[config.mk]
export PLATFORM = sky130hd
export DESIGN_NAME = rv32im_fetch_queue
export DESIGN_NICKNAME = d
export VERILOG_FILES = /design/src/rtl/rv32im_pkg.sv /design/src/rtl/rv32im_fetch_fifo.sv /design/src/rtl/rv32im_fetch_queue.sv
export SDC_FILE = /design/constraint.sdc
export NUM_CORES = 1
export LEC_CHECK = 0
export ABC_AREA = 0
export CAP_MARGIN = 20
export CORE_UTILIZATION = 55
export DETAILED_ROUTE_END_ITERATION = 10
export HOLD_SLACK_MARGIN = 0.02
export MAX_ROUTING_LAYER = met4
export PLACE_DENSITY = 0.79
export SLEW_MARGIN = 15
export SYNTH_ARGS = -nofsm -noshare
export SYNTH_HDL_FRONTEND = slang
export SYNTH_SLANG_ARGS = --single-unit
[constraint.sdc]
create_clock -name clk_i -period 6.4 [get_ports clk_i]
set_input_delay 0.96 -clock clk_i [delete_from_list [all_inputs] [get_ports clk_i]]
set_output_delay 0.96 -clock clk_i [all_outputs]
set_load 0.01 [all_outputs]
[src/rtl/rv32im_pkg.sv]
// Shared definitions for the rv32im front end: fetch FSM encoding and bus/instruction constants.
package rv32im_pkg;

  typedef enum logic [1:0] {
    ST_IDLE = 2'd0,
    ST_REQ  = 2'd1,
    ST_BUS  = 2'd2,
    ST_HALT = 2'd3
  } fetch_state_e;

  localparam logic [31:0] INSTR_NOP = 32'h0000_0013;
  localparam logic [3:0]  SEL_WORD  = 4'b1111;

endpackage

[src/rtl/rv32im_fetch_fifo.sv]
// Synchronous FIFO of {pc, instruction} pairs with flush; head is presented combinationally.
module rv32im_fetch_fifo
  import rv32im_pkg::*;
#(
  parameter int WIDTH    = 64,
  parameter int DEPTH    = 4,
  parameter int PTR_BITS = 2
) (
  input  logic                clk_i,
  input  logic                reset_ni,
  input  logic                flush_i,
  input  logic                push_i,
  input  logic [WIDTH-1:0]    push_data_i,
  input  logic                pop_i,
  output logic [PTR_BITS:0]   count_o,
  output logic                valid_o,
  output logic [WIDTH-1:0]    head_o
);

  localparam int CNT_W = PTR_BITS + 1;

  logic [WIDTH-1:0]    mem_r [DEPTH];
  logic [PTR_BITS-1:0] wr_ptr_r;
  logic [PTR_BITS-1:0] rd_ptr_r;
  logic [CNT_W-1:0]    count_r;
  logic                full_s;
  logic                do_push_s;
  logic                do_pop_s;

  assign valid_o   = (count_r != {CNT_W{1'b0}});
  assign full_s    = (count_r == CNT_W'(DEPTH));
  assign do_pop_s  = pop_i & valid_o;
  // A push into a full buffer is only legal when the head leaves in the same cycle.
  assign do_push_s = push_i & (~full_s | do_pop_s);
  assign count_o   = count_r;
  assign head_o    = valid_o ? mem_r[rd_ptr_r] : {WIDTH{1'b0}};

  // Storage, pointers and occupancy; flush overrides any push or pop.
  always_ff @(posedge clk_i) begin
    if (!reset_ni) begin
      wr_ptr_r <= {PTR_BITS{1'b0}};
      rd_ptr_r <= {PTR_BITS{1'b0}};
      count_r  <= {CNT_W{1'b0}};
      for (int i = 0; i < DEPTH; i++) begin
        mem_r[i] <= WIDTH'(INSTR_NOP);
      end
    end else if (flush_i) begin
      wr_ptr_r <= {PTR_BITS{1'b0}};
      rd_ptr_r <= {PTR_BITS{1'b0}};
      count_r  <= {CNT_W{1'b0}};
    end else begin
      if (do_push_s) begin
        mem_r[wr_ptr_r] <= push_data_i;
        wr_ptr_r        <= wr_ptr_r + PTR_BITS'(1);
      end
      if (do_pop_s) begin
        rd_ptr_r <= rd_ptr_r + PTR_BITS'(1);
      end
      if (do_push_s && !do_pop_s) begin
        count_r <= count_r + CNT_W'(1);
      end else if (!do_push_s && do_pop_s) begin
        count_r <= count_r - CNT_W'(1);
      end
    end
  end

endmodule

[src/rtl/rv32im_fetch_queue.sv]
// Instruction fetch front end: Wishbone burst fetcher with redirect/discard handling,
// feeding a small {pc, instruction} buffer that decode pops one entry per cycle.
module rv32im_fetch_queue
  import rv32im_pkg::*;
#(
  parameter int XLEN      = 32,
  parameter int DEPTH     = 4,
  parameter int PTR_BITS  = 2,
  parameter int MAX_BURST = 4
) (
  input  logic            clk_i,
  input  logic            reset_ni,
  input  logic            pc_write_i,
  input  logic [XLEN-1:0] pc_i,
  input  logic            advance_i,
  output logic            data_ready_o,
  output logic [XLEN-1:0] instruction_o,
  output logic [XLEN-1:0] pc_o,
  output logic            fetch_err_o,
  output logic [XLEN-1:0] err_pc_o,
  output logic            ctrl_req_o,
  input  logic            ctrl_grant_i,
  input  logic [XLEN-1:0] master_dat_i,
  input  logic            ack_i,
  input  logic            err_i,
  output logic [XLEN-3:0] adr_o,
  output logic            cyc_o,
  output logic            stb_o,
  output logic [3:0]      sel_o
);

  localparam int CNT_W      = PTR_BITS + 1;
  localparam int BURST_BITS = $clog2(MAX_BURST + 1);

  fetch_state_e          state_r;
  fetch_state_e          state_s;
  logic [XLEN-1:0]       fetch_pc_r;
  logic [XLEN-1:0]       fetch_pc_s;
  logic [XLEN-3:0]       adr_r;
  logic                  discard_r;
  logic                  discard_s;
  logic [BURST_BITS-1:0] burst_cnt_r;
  logic [BURST_BITS-1:0] burst_cnt_s;
  logic [BURST_BITS-1:0] burst_inc_s;
  logic                  ctrl_req_r;
  logic                  bus_r;
  logic                  fetch_err_r;
  logic [XLEN-1:0]       err_pc_r;

  logic [CNT_W-1:0]      count_s;
  logic [CNT_W-1:0]      count_after_s;
  logic [CNT_W-1:0]      room_s;
  logic [CNT_W-1:0]      room_after_s;
  logic                  fifo_valid_s;
  logic [2*XLEN-1:0]     head_s;
  logic                  in_bus_s;
  logic                  bus_done_s;
  logic                  accept_s;
  logic                  err_hit_s;
  logic                  pop_eff_s;
  logic                  burst_more_s;

  rv32im_fetch_fifo #(
    .WIDTH    (2 * XLEN),
    .DEPTH    (DEPTH),
    .PTR_BITS (PTR_BITS)
  ) u_fifo (
    .clk_i       (clk_i),
    .reset_ni    (reset_ni),
    .flush_i     (pc_write_i),
    .push_i      (accept_s),
    .push_data_i ({adr_r, 2'b00, master_dat_i}),
    .pop_i       (advance_i),
    .count_o     (count_s),
    .valid_o     (fifo_valid_s),
    .head_o      (head_s)
  );

  assign in_bus_s   = (state_r == ST_BUS);
  assign bus_done_s = in_bus_s & (ack_i | err_i);
  // Responses arriving during a pending redirect, or alongside one, are never kept.
  assign accept_s   = in_bus_s & ack_i & ~err_i & ~discard_r & ~pc_write_i;
  assign err_hit_s  = in_bus_s & err_i & ~discard_r & ~pc_write_i;
  assign pop_eff_s  = advance_i & fifo_valid_s;

  assign room_s       = CNT_W'(DEPTH) - count_s - CNT_W'(in_bus_s);
  assign room_after_s = CNT_W'(DEPTH) - count_after_s;
  assign burst_inc_s  = burst_cnt_r + BURST_BITS'(1);
  assign burst_more_s = (room_after_s != {CNT_W{1'b0}}) && (burst_inc_s < BURST_BITS'(MAX_BURST));

  // Occupancy once this cycle's push and pop have both taken effect.
  always_comb begin
    count_after_s = count_s;
    if (accept_s && !pop_eff_s) begin
      count_after_s = count_s + CNT_W'(1);
    end else if (!accept_s && pop_eff_s) begin
      count_after_s = count_s - CNT_W'(1);
    end else begin
      count_after_s = count_s;
    end
  end

  // Fetch FSM next state.
  always_comb begin
    state_s = state_r;
    case (state_r)
      ST_IDLE: begin
        if (!pc_write_i && (room_s != {CNT_W{1'b0}})) begin
          state_s = ST_REQ;
        end else begin
          state_s = ST_IDLE;
        end
      end
      ST_REQ: begin
        if (pc_write_i) begin
          state_s = ST_IDLE;
        end else if (ctrl_grant_i) begin
          state_s = ST_BUS;
        end else begin
          state_s = ST_REQ;
        end
      end
      ST_BUS: begin
        if (bus_done_s) begin
          if (discard_r || pc_write_i) begin
            state_s = ST_IDLE;
          end else if (err_i) begin
            state_s = ST_HALT;
          end else if (burst_more_s) begin
            state_s = ST_BUS;
          end else begin
            state_s = ST_IDLE;
          end
        end else begin
          state_s = ST_BUS;
        end
      end
      ST_HALT: begin
        if (pc_write_i) begin
          state_s = ST_IDLE;
        end else begin
          state_s = ST_HALT;
        end
      end
      default: state_s = ST_IDLE;
    endcase
  end

  // Fetch pointer, discard flag and burst length bookkeeping.
  always_comb begin
    fetch_pc_s  = fetch_pc_r;
    discard_s   = discard_r;
    burst_cnt_s = burst_cnt_r;

    if (pc_write_i) begin
      fetch_pc_s = pc_i & ~XLEN'(3);
    end else if (accept_s) begin
      fetch_pc_s = fetch_pc_r + XLEN'(4);
    end else begin
      fetch_pc_s = fetch_pc_r;
    end

    // An outstanding bus cycle cannot be abandoned, so a redirect marks its response for dropping.
    if (!in_bus_s || bus_done_s) begin
      discard_s = 1'b0;
    end else if (pc_write_i) begin
      discard_s = 1'b1;
    end else begin
      discard_s = discard_r;
    end

    if (pc_write_i || (state_s != ST_BUS)) begin
      burst_cnt_s = {BURST_BITS{1'b0}};
    end else if (accept_s) begin
      burst_cnt_s = burst_inc_s;
    end else begin
      burst_cnt_s = burst_cnt_r;
    end
  end

  // State and registered bus/error outputs.
  always_ff @(posedge clk_i) begin
    if (!reset_ni) begin
      state_r     <= ST_IDLE;
      fetch_pc_r  <= {XLEN{1'b0}};
      adr_r       <= {(XLEN-2){1'b0}};
      discard_r   <= 1'b0;
      burst_cnt_r <= {BURST_BITS{1'b0}};
      ctrl_req_r  <= 1'b0;
      bus_r       <= 1'b0;
      fetch_err_r <= 1'b0;
      err_pc_r    <= {XLEN{1'b0}};
    end else begin
      state_r     <= state_s;
      fetch_pc_r  <= fetch_pc_s;
      discard_r   <= discard_s;
      burst_cnt_r <= burst_cnt_s;
      ctrl_req_r  <= (state_s == ST_REQ) || (state_s == ST_BUS);
      bus_r       <= (state_s == ST_BUS);
      fetch_err_r <= err_hit_s;
      // The address stays frozen while a bus cycle waits for its response.
      if (!(in_bus_s && !bus_done_s)) begin
        adr_r <= fetch_pc_s[XLEN-1:2];
      end
      if (err_hit_s) begin
        err_pc_r <= {adr_r, 2'b00};
      end
    end
  end

  assign data_ready_o  = fifo_valid_s;
  assign instruction_o = head_s[XLEN-1:0];
  assign pc_o          = head_s[2*XLEN-1:XLEN];
  assign fetch_err_o   = fetch_err_r;
  assign err_pc_o      = err_pc_r;
  assign ctrl_req_o    = ctrl_req_r;
  assign adr_o         = adr_r;
  assign cyc_o         = bus_r;
  assign stb_o         = bus_r;
  assign sel_o         = SEL_WORD;

endmodule

; Word level (Yosys, flattened, before mapping)
; Memory sizes are Yosys's and may differ from the RTL's. A register that Yosys moved wholly into a read port is not among the register bits.
; Index checks and enable logic that the tools add are counted.
; W data, S select, Z words.
[classes]
addsub = 9
magnitude_cmp = 1
n_eq_ne = 7
n_mux = 26
bitwise = 17
reduce_logical = 26
[op_table]
columns = cell, count
row1 = $mux W32, 2
row2 = $mux W64, 1
row3 = $mux W62, 1
row4 = $reduce_or A62 Y1, 1
row5 = $add A32 B3 Y32 const B, 1
row6 = $mux W2, 10
row7 = $mux W3, 4
row8 = $and A1 B1 Y1, 10
row9 = $reduce_bool A3 Y1, 3
row10 = $pmux W2 S4, 1
row11 = $logic_and A1 B1 Y1, 7
row12 = $mux W1, 7
row13 = $add A3 B1 Y3 const B, 2
row14 = $eq A2 B2 Y1 const B, 3
row15 = $logic_not A1 Y1, 6
row16 = $reduce_or A2 Y1, 3
row17 = $sub A3 B3 Y3 const A, 2
row18 = $not A1 Y1, 5
row19 = $add A2 B1 Y2 const B, 2
row20 = $eq A2 B1 Y1 const B, 2
row21 = $logic_or A1 B1 Y1, 4
row22 = $eq A3 B3 Y1 const B, 1
row23 = $lt A3 B3 Y1 const B, 1
row24 = $sub A3 B1 Y3, 1
row25 = other kinds (5), 6
[word_totals]
reg_bits = 108
ram_bits = 248
input_bits = 71
out_inout_bits = 135
mem_count = 1
[memory_table]
columns = name, depth, word_bits, rd, rd_clocked_by_memory_dff, write_ports, line_no
row1 = u_fifo.mem_r, 4, 62, 1, 1, 4, rv32im_fetch_fifo.sv:22  ; logic [WIDTH-1:0] mem_r [DEPTH];

; Longest topological paths before layout
; Gate-level depths: netlist of the first run.
[logic_depth]
word_depth = 20
depth_mapped = 18

; Modules after synthesis
; From an unflattened synthesis of the first run, not the netlist that was laid out.
[hier_totals]
hier_cells = 1356
area_unflattened_um2 = 15997.8
[modules_own_cells]
columns = mod, n_inst, cells_each, area_per_inst_um2
row1 = rv32im_fetch_fifo, 1, 809, 11527.3
row2 = rv32im_fetch_queue, 1, 547, 4470.5

; Worst setup path after synthesis of the first run
; Ideal clock, no wire load.
[synth_path]
path_kind = in2reg
from = in pc_write_i
to = mem u_fifo.mem_r[3][0] (netlist name), enable pin
setup_ns = 0.502
t_arrival_ns = 5.072
required_time_ns = 5.898
path_slack_ns = 0.826
cell_stages = 6
path_buffers = 2
cell_sequence = buf_6 nor4b_4 buf_4 and3_1 nand2_1 a21oi_1
[synth_rtl]
columns = element, line_no
row1 = from (decl), rv32im_fetch_queue.sv:13  ; input logic pc_write_i,
row2 = to (decl), rv32im_fetch_fifo.sv:22

==> flow_summary_export.csv, run 1 <==
group,metric,value,unit
cts,postCtsSetupBuffers,0,
synth,synth_top_area_share,46.77,%
final_layout,layout.nets,1504,
final_layout,syn_to_final_growth,20.56,%
worst_setup_path,cp-end-kind,"primary output",
synth,synth_largest_area_cell,"edfxtp_1",
die,die_w,172.2,um
timing,period_share,65.67,%
global_routing,overflow,0,
timing,worst_slew_pin_slew,993.9,ps
die,dieArea,29640,sq um
die,row_count,61,
placed_design,gp_congestion,0.8772,
timing,setup_viol,0,
synth,avgSynthCellArea,12.50,sq um
detailed_routing,ant_nets,0,
synth,async_reset_ff_share,0,%
synth,netlist_instances,1274,
worst_setup_path,crit_family,"flip-flops",
worst_setup_path,cp.required,5440,ps
final_layout,diodes,0,
placed_design,port_buffers,195,
synth,yosysMostFrequentCell,"edfxtp_1",
cts,cts_sinks,356,
outcome,status,"completed",
timing,slew_headroom,33.74,%
job,cap_violations,0,
timing,drv_slew,0,
final_layout,drive_gt1_share,10.26,%
synth,yosysSeqAreaShare,60.34,%
detailed_routing,firstDrtPassIters,5,
worst_setup_path,cp_max_fo,45,
cts,cts.reportedPaths.clkPinSlew,60,ps
detailed_routing,drt_iter0_markers,1006,
worst_setup_path,critPathBufInv,2,
timing,fmax,237.9,MHz
synth,synth_flop_cell,"edfxtp_1",
cts,hold_buffers,0,
die,ios,206,
min_path,hp-class,"flip-flop to flip-flop",
die,fp.coreArea,28160,sq um
cts,htree_num_levels,2,
detailed_routing,drc,0,
synth,synthesis.area,15920,sq um
detailed_routing,drt_wl_total,37350,um
worst_setup_path,cpMaxStageDelayCell,"dfxtp_4",
worst_setup_path,cp-start-kind,"flip-flop",
cts,clk_path_buf_depth,3,
cts,cts_tree,"built",
detailed_routing,wl_per_cell,20.51,um
synth,synth_common_cells,"248 x edfxtp_1, 246 x and2_1, 108 x dfxtp_1",
global_routing,grt_use_total,26.58,%
synth,synth_area_leaders,"edfxtp_1 47%, dfxtp_1 14%, and2_1 9.7%",
worst_setup_path,worstSetupPathType,"flip-flop to primary output",
placed_design,place_hpwl,21940,um
power,power.leakage,6.874,nW
die,initial_core_util,56.54,%
power,ir_worst_vdd,221.5,uV
synth,synth_edf_count,248,
cts,cts-root-buf,"clkbuf_16",
timing,rsz0062_at_grt,"no",
global_routing,grt_pass1_wl,57960,um
cts,numCtsBuffers,36,
global_routing,antenna_found_initial,0,
timing,hold_viol,0,
timing,tns,0,ps
worst_setup_path,arrival,3240,ps
power,cellPowerDensity,250.9,nW/um^2
synth,ys_ff_latch,356,
worst_setup_path,cp_cell_sequence,"buf_4, mux4_2, and2_1, clkdlybuf4s50_1",
die,fp.dieH,172.2,um
cts,ctsResizeCount,0,
detailed_routing,vias,10705,
global_routing,grt_pass1_vias,10679,
worst_setup_path,max_stage_delay,980,ps
timing,finalCriticalPeriod,4203,ps
placed_design,dp_slack,2075,ps
global_routing,grt_max_degree,64,
cts,clkLatencyLatePin,510,ps
synth,synthDistinctLibCells,60,
detailed_routing,via_per_inst,5.879,
synth,yosys_warnings,0,
timing,post-route-worst-setup-slack,2197,ps
timing,clock_skew,17.98,ps
==> metrics by stage <==
step / power [mW] / cells / utilization, % / area [sq um] / hold slack, ps
after global placement: 2.882 / 1762 / 64.23 / 18090 / 441.8
after CTS: 4.841 / 1820 / 68.06 / 19170 / 454.3
after global routing: 4.959 / 1821 / 68.17 / 19200 / 474.4
after detailed placement: 2.892 / 1762 / 64.23 / 18090 / 445.7
after floorplan: 2.752 / 1280 / - / 15950 / 439.7
final: 4.818 / 1821 / 68.17 / 19200 / 455.9
==> area by class of cell <==
| cell class | count | area [sq um] |
|---|---|---|
| multi-input combinational | 808 | 5907 |
| inverter | 11 | 41.29 |
| fill | 1966 | 8965 |
| timing repair buffer | 210 | 2079 |
| sequential | 356 | 9618 |
| tap | 378 | 473.0 |
| clock inverter | 12 | 110.1 |
| clock buffer | 46 | 969.7 |
==> sequential cells by signal, indices dropped and copies added (netlist names), named ones only <==
signal / cells
u_fifo.mem_r: 248
u_fifo.wr_ptr_r: 2
discard_r: 1
u_fifo.count_o: 3
state_r: 2
err_pc_o: 30
fetch_err_o: 1
adr_o: 30
burst_cnt_r: 3
fetch_pc_r: 30
cyc_o: 1
ctrl_req_o: 1
u_fifo.rd_ptr_r: 2
==> worst reg2reg max path, stage by stage (launching register included) <==
cell and delay (ps):
dfxtp_1 430, inv_1 110, ha_1 240, nand3b_1 100
and4_2 260, buf_4 570, and3b_2 300, nand2b_4 780
==> per-layer routing <==
layer | GRT usage [%] | wire (um)
met3 | 3.845 | 2689
met1 | 34.82 | 15600
met4 | 7.272 | 703
met2 | 43.58 | 18350
met5 | - | 0
==> cells in the final DEF (no fill, tap or decap), drive strengths merged, types with 13 or more instances in the layout <==
master	instances
edfxtp	248
and2	246
clkdlybuf4s50	194
dfxtp	108
nand2	93
and3	70
mux4	62
a21oi	52
clkbuf	46
nor2	45
o21ai	29
nand3	22
nand2b	20
nor3	16
buf	16
nand4	15
o31ai	14
xnor2	13
==> path summary, 6_finish.rpt <==
check                    startpoint                   to  slack [ps]  cells past startpoint
setup reg to reg  u_fifo.count_o[0]  u_fifo.mem_r[2][20]        3200                      7
hold / removal         err_pc_o[27]         err_pc_o[27]         460                      2
hold reg to reg        err_pc_o[27]         err_pc_o[27]         460                      2
setup / recovery          flip-flop     instruction_o[0]        2200                      4
==> cells by family (layout without fill, tap and decap cells) <==
logic type,after synthesis,in the layout,synth area share [%]
XOR/XNOR,22,22,1.210
adder cells (fa/ha/maj),10,10,0.7857
buffers and inverters,116,279,3.041
AO/OA/AOI/OAI,140,140,5.500
multiplexers,63,63,8.832
AND/OR/NAND/NOR,565,565,20.24
other,2,8,0.04716
flip-flops,356,356,60.34
==> power breakdown <==
| group | internal, mW | switching (mW) | total (mW) | leakage [nW] |
|---|---|---|---|---|
| Sequential | 2.54 | 0.0626 | 2.60 | 3.40 |
| Clock | 1.14 | 0.828 | 1.97 | 0.520 |
| Combinational | 0.118 | 0.129 | 0.247 | 2.95 |
| Total | 3.80 | 1.02 | 4.82 | 6.87 |
No activity file was read; power rests on OpenSTA's default activity.
==> inputs of run 2 (changes only) <==
clock period = 4 ns   (was 6.4 ns; I/O delays follow)
==> run 2 against run 1 <==
Against the previous run:
- sequential share of layout area down 0.65 points
- global-route usage decreased by 0.13 points
- clock skew decreased by 7.3 ps
- cell count up 1.3%
- flip-flop and latch count did not move
- critical path depth grew 2
- combinational power rose by 65%
- register-to-register slack got worse by 2100 ps
- design area up 1.3%
- critical endpoint is now pc_o[14]
- largest cell class unchanged
- largest power group unchanged
==> flow_summary_export.csv, run 2 (same netlist as run 1, synthesis figures left out) <==
group,metric,value,unit
final_layout,largest-register,"u_fifo.mem_r",
timing,slew_headroom,27.98,%
worst_setup_path,crit_family,"buffers and inverters",
global_routing,grt_use_total,26.46,%
detailed_routing,drt_iter0_markers,856,
worst_setup_path,cp_max_fo,63,
timing,worst_slew_pin_slew,1076,ps
worst_setup_path,cp.required,3400,ps
worst_setup_path,cp-end-kind,"primary output",
placed_design,dp_slack,475.8,ps
cts,hold_buffers,0,
outcome,status,"completed",
placed_design,dp.cells,1777,
global_routing,overflow,0,
detailed_routing,drc,0,
worst_setup_path,cp_cell_sequence,"inv_1, ha_1, nand2b_2, buf_4, and2_1, clkdlybuf4s50_1",
power,p_sw_share,21.47,%
timing,drv_slew,0,
timing,fmax,298.0,MHz
die,ios,206,
cts,postCtsSetupBuffers,0,
timing,post-route-worst-setup-slack,644.3,ps
timing,finalCriticalPeriod,3356,ps
worst_setup_path,worstSetupPathType,"flip-flop to primary output",
cts,cts.reportedPaths.clkPinSlew,60,ps
cts,ctsResizeCount,0,
final_layout,largest_reg_flops,248,
global_routing,grt_pass1_wl,57430,um
power,power.leakage,7.007,nW
worst_setup_path,ff2ff_setup_slack,1110,ps
power,p_sw,1.692,mW
power,cellPowerDensity,405.1,nW/um^2
detailed_routing,firstDrtPassIters,5,
die,row_count,61,
final_layout,final_cell_mix,"248 x edfxtp_1, 246 x and2_1, 194 x clkdlybuf4s50_1, 105 x dfxtp_1, 92 x nand2_1",
min_path,hp-class,"flip-flop to flip-flop",
die,fp.coreArea,28160,sq um
die,dieArea,29640,sq um
cts,cts_sinks,356,
cts,htree_num_levels,2,
timing,period_share,83.89,%
final_layout,drive_gt1_share,11.12,%
die,die_w,172.2,um
detailed_routing,wl_per_cell,20.35,um
power,ir_worst_vdd,274.8,uV
cts,numCtsBuffers,38,
timing,setup_viol,0,
cts,clk_path_buf_depth,3,
final_layout,final_common_cell,"edfxtp_1",
cts,cts_tree,"built",
timing,clock_skew,10.67,ps
timing,tns,0,ps
job,cap_violations,0,
global_routing,antenna_found_initial,1,
final_layout,syn_to_final_growth,22.14,%
timing,rsz0062_at_grt,"no",
global_routing,grt_max_degree,64,
final_layout,layout.nets,1520,
worst_setup_path,cp-start-kind,"flip-flop",
final_layout,fin_cells,1845,
detailed_routing,ant_nets,0,
worst_setup_path,arrival,2760,ps
cts,cts-root-buf,"clkbuf_16",
placed_design,gp_congestion,0.8729,
die,fp.dieH,172.2,um
power,power_frac_clock,42.1,%
cts,clkLatencyLatePin,520,ps
timing,hold_viol,0,
die,initial_core_util,56.54,%
detailed_routing,drt_wl_total,37550,um
power,intPower,6.188,mW
detailed_routing,via_per_inst,5.766,
global_routing,grt_pass1_vias,10555,
placed_design,port_buffers,195,
power,combPwrFrac,5.2,%
worst_setup_path,max_stage_delay,620,ps
detailed_routing,vias,10638,
worst_setup_path,critPathBufInv,3,
final_layout,utilization,69.06,%
placed_design,place_hpwl,23170,um
power,power_frac_seq,52.7,%
worst_setup_path,cpMaxStageDelayCell,"clkdlybuf4s50_1",
[run 2: cell type report]
type	count	area, sq um
clock inverters	14	97.59
diodes	1	2.502
fillers	1969	8713
well taps	378	473.0
inverters	11	41.29
multi-input cells	808	5907
repair buffers	224	2240
flip-flops and latches	356	9618
clock buffers	53	1071
[run 2: final timing paths]
kind                      from        endpoint  cells after the start
max          u_fifo.count_o[0]        pc_o[14]                      6
min               err_pc_o[27]    err_pc_o[27]                      2
max reg2reg  u_fifo.count_o[0]  burst_cnt_r[2]                     15
min reg2reg       err_pc_o[27]    err_pc_o[27]                      2
[run 2: power groups by stage]
stage / registers (mW) / clock network, mW / logic (mW)
2_1_floorplan: 4.21 / 0 / 0.195
3_3_place_gp: 4.22 / 0 / 0.400
5_1_grt: 4.17 / 3.50 / 0.439
4_1_cts: 4.15 / 3.36 / 0.408
6_report: 4.15 / 3.32 / 0.407
3_5_place_dp: 4.23 / 0 / 0.405
[run 2: routing by layer]
| metal | share of wire [%] | GRT usage, % | routed length, um |
|---|---|---|---|
| met1 | 41 | 34.38 | 15570 |
| met5 | 0 | - | 0 |
| met2 | 49 | 43.88 | 18540 |
| met4 | 1.9 | 6.503 | 702 |
| met3 | 7.3 | 3.983 | 2738 |
[run 2: worst register-to-register path, delay by kind of cell (launching register included)]
kind / cells / cell delay, ps
DFF: 1 / 430
and+or+nand+nor: 7 / 870
xor gates and xnor gates: 1 / 150
buffers and inverters: 2 / 240
AOI/OAI and AO/OA: 2 / 480
adders and majority gates: 3 / 630
[run 2: through the flow]
| stage | instance area, sq um | power [mW] | hold WS [ps] |
|---|---|---|---|
| 3_5_place_dp | 18280 | 4.636 | 446.3 |
| 5_1_grt | 19450 | 8.102 | 469.8 |
| 3_3_place_gp | 18280 | 4.620 | 440.8 |
| 4_1_cts | 19440 | 7.925 | 453.9 |
| 6_report | 19450 | 7.879 | 453.5 |
| 2_1_floorplan | 15960 | 4.400 | 439.7 |
==> inputs of run 3 (changes only) <==
clock period = 3.4 ns   (was 4 ns; I/O delays follow)
==> run 3 against run 2 <==
Against the previous run:
- sequential share of layout area fell by 0.62 points
- core utilization rose by 0.88 points
- cell count rose by 0.92%
- register-to-register slack worse by 520 ps
- via count is 2.0% higher
- total power is 21% higher
- global-route usage rose by 0.87 points
- worst setup slack got worse by 280 ps
- non-clock buffer count is 14 higher
- clock skew increased by 6.2 ps
- first-iteration DRC count up 0.12%
- design area is 1.3% higher
- critical endpoint is now pc_o[15]
- highest routed layer unchanged
==> flow_summary_export.csv, run 3 (same netlist as run 1, synthesis figures left out) <==
group,metric,value,unit
global_routing,grt_pass1_wl,59600,um
cts,htree_num_levels,2,
timing,worst_slew_pin_slew,1024,ps
cts,cts-root-buf,"clkbuf_16",
min_path,hold_end,"err_pc_o[8]",
timing,rsz0062_at_grt,"no",
worst_setup_path,worstSetupPathType,"flip-flop to primary output",
die,initial_core_util,56.54,%
final_layout,syn_to_final_growth,23.69,%
worst_setup_path,cp.required,2890,ps
job,cap_violations,0,
power,combPwrFrac,5.1,%
final_layout,final_common_cell,"edfxtp_1",
global_routing,grt_max_degree,64,
worst_setup_path,r2r_start,"u_fifo.count_o[0]",
detailed_routing,firstDrtPassIters,5,
timing,period_share,89.30,%
cts,hold_buffers,0,
placed_design,gp_congestion,0.9246,
worst_setup_path,cp-start-kind,"flip-flop",
timing,finalCriticalPeriod,3036,ps
die,fp.dieH,172.2,um
min_path,hp-class,"flip-flop to flip-flop",
cts,ctsResizeCount,0,
cts,cts.reportedPaths.clkPinSlew,60,ps
min_path,hold_path_startpoint,"err_pc_o[8]",
final_layout,fin_area,19700,sq um
power,cellPowerDensity,484.8,nW/um^2
power,power_frac_seq,51.2,%
cts,numCtsBuffers,38,
outcome,status,"completed",
detailed_routing,drc,0,
final_layout,largest_reg_flops,248,
cts,cts_tree,"built",
power,p_sw_share,20.97,%
detailed_routing,ant_nets,0,
detailed_routing,vias,10852,
cts,postCtsSetupBuffers,0,
die,ios,206,
timing,slew_headroom,31.47,%
detailed_routing,via_per_inst,5.828,
final_layout,final_cell_mix,"248 x edfxtp_1, 246 x and2_1, 194 x clkdlybuf4s50_1, 105 x dfxtp_1, 93 x nand2_1",
final_layout,largest-register,"u_fifo.mem_r",
power,power.leakage,7.144,nW
die,dieArea,29640,sq um
global_routing,antenna_found_initial,1,
timing,fmax,329.4,MHz
timing,tns,0,ps
timing,setup_viol,0,
placed_design,place_area,18420,sq um
cts,cts_sinks,356,
worst_setup_path,ff2ff_setup_slack,590,ps
cts,clkLatencyLatePin,520,ps
cts,clk_path_buf_depth,3,
placed_design,place_hpwl,24270,um
global_routing,overflow,0,
detailed_routing,drt_wl_total,38540,um
worst_setup_path,reg2reg_depth,15,
worst_setup_path,cp-end-kind,"primary output",
timing,drv_slew,0,
die,row_count,61,
timing,clock_skew,16.83,ps
worst_setup_path,arrival,2530,ps
worst_setup_path,cp_max_fo,35,
global_routing,grt_use_total,27.33,%
detailed_routing,drt_iter0_markers,857,
min_path,whs_path_depth,2,
detailed_routing,wl_per_cell,20.70,um
global_routing,grt_pass1_vias,10842,
final_layout,drive_gt1_share,12.14,%
power,p_sw,2.003,mW
final_layout,layout.nets,1534,
placed_design,port_buffers,195,
timing,hold_viol,0,
worst_setup_path,regToRegEndpoint,"burst_cnt_r[2]",
power,power_frac_clock,43.7,%
die,fp.coreArea,28160,sq um
power,intPower,7.547,mW
power,ir_worst_vdd,359.8,uV
die,die_w,172.2,um
[run 3: changes by cell type in the layout (fill, tap and decap cells not counted), moves of 2 or more]
cell       before  now
bufinv_16       1    3
clkbuf_8        0    3
buf_12          6    9
clkinv_1        6    8
buf_4          23   34
clkinv_4        2    0
clkbuf_1       12    9
[run 3: power by group through the flow]
stage	Combinational (mW)	Clock (mW)	Sequential (mW)
after floorplan	0.230	0	4.94
after global placement	0.479	0	4.97
after detailed placement	0.488	0	4.98
after CTS	0.491	4.22	4.89
after global routing	0.529	4.40	4.90
final	0.491	4.17	4.89
[run 3: through the flow]
step                util [%]  setup slack [ps]  hold WS, ps  power, mW  instances
detailed placement     65.40             117.9        447.9      5.465       1791
global route           69.94             252.0        473.9      9.835       1862
CTS                    69.93             329.6        455.5      9.604       1861
finish                 69.94             363.8        456.3      9.549       1862
floorplan                  -             71.41        439.7      5.175       1280
global placement       65.40             129.0        441.3      5.447       1791
[run 3: cell type report]
class | count | area (sq um)
multi-input cells | 808 | 5904
clock inverters | 16 | 148.9
inverters | 11 | 41.29
fillers | 1924 | 8467
flip-flops and latches | 356 | 9618
well taps | 378 | 473.0
clock buffers | 54 | 1126
repair buffers | 238 | 2382
diodes | 1 | 2.502
[run 3: critical path: stages (launching register included)]
cell and delay (ps):
dfxtp_4 640, buf_12 310, mux4_2 380, and2_1 190
clkdlybuf4s50_1 480
[run 3: metal layers]
| layer | global-route usage [%] | vias up | share of wire, % |
|---|---|---|---|
| met5 | - | - | 0 |
| met4 | 6.656 | 0 | 1.7 |
| met3 | 3.937 | 69 | 6.5 |
| met2 | 46.16 | 423 | 50 |
| met1 | 34.93 | 5389 | 41 |
| li1 | - | 4971 | - |
[run 3: worst max path at each step]
stage,start,to,slack (ps),cells after the start
2_1_floorplan,pc_write_i,u_fifo.mem_r[2][0],70,8
3_3_place_gp,pc_write_i,burst_cnt_r[2],130,14
3_5_place_dp,pc_write_i,burst_cnt_r[2],120,14
4_1_cts,flip-flop,pc_o[15],330,4
5_1_grt,pc_write_i,burst_cnt_r[0],250,14
6_report,flip-flop,pc_o[15],360,4
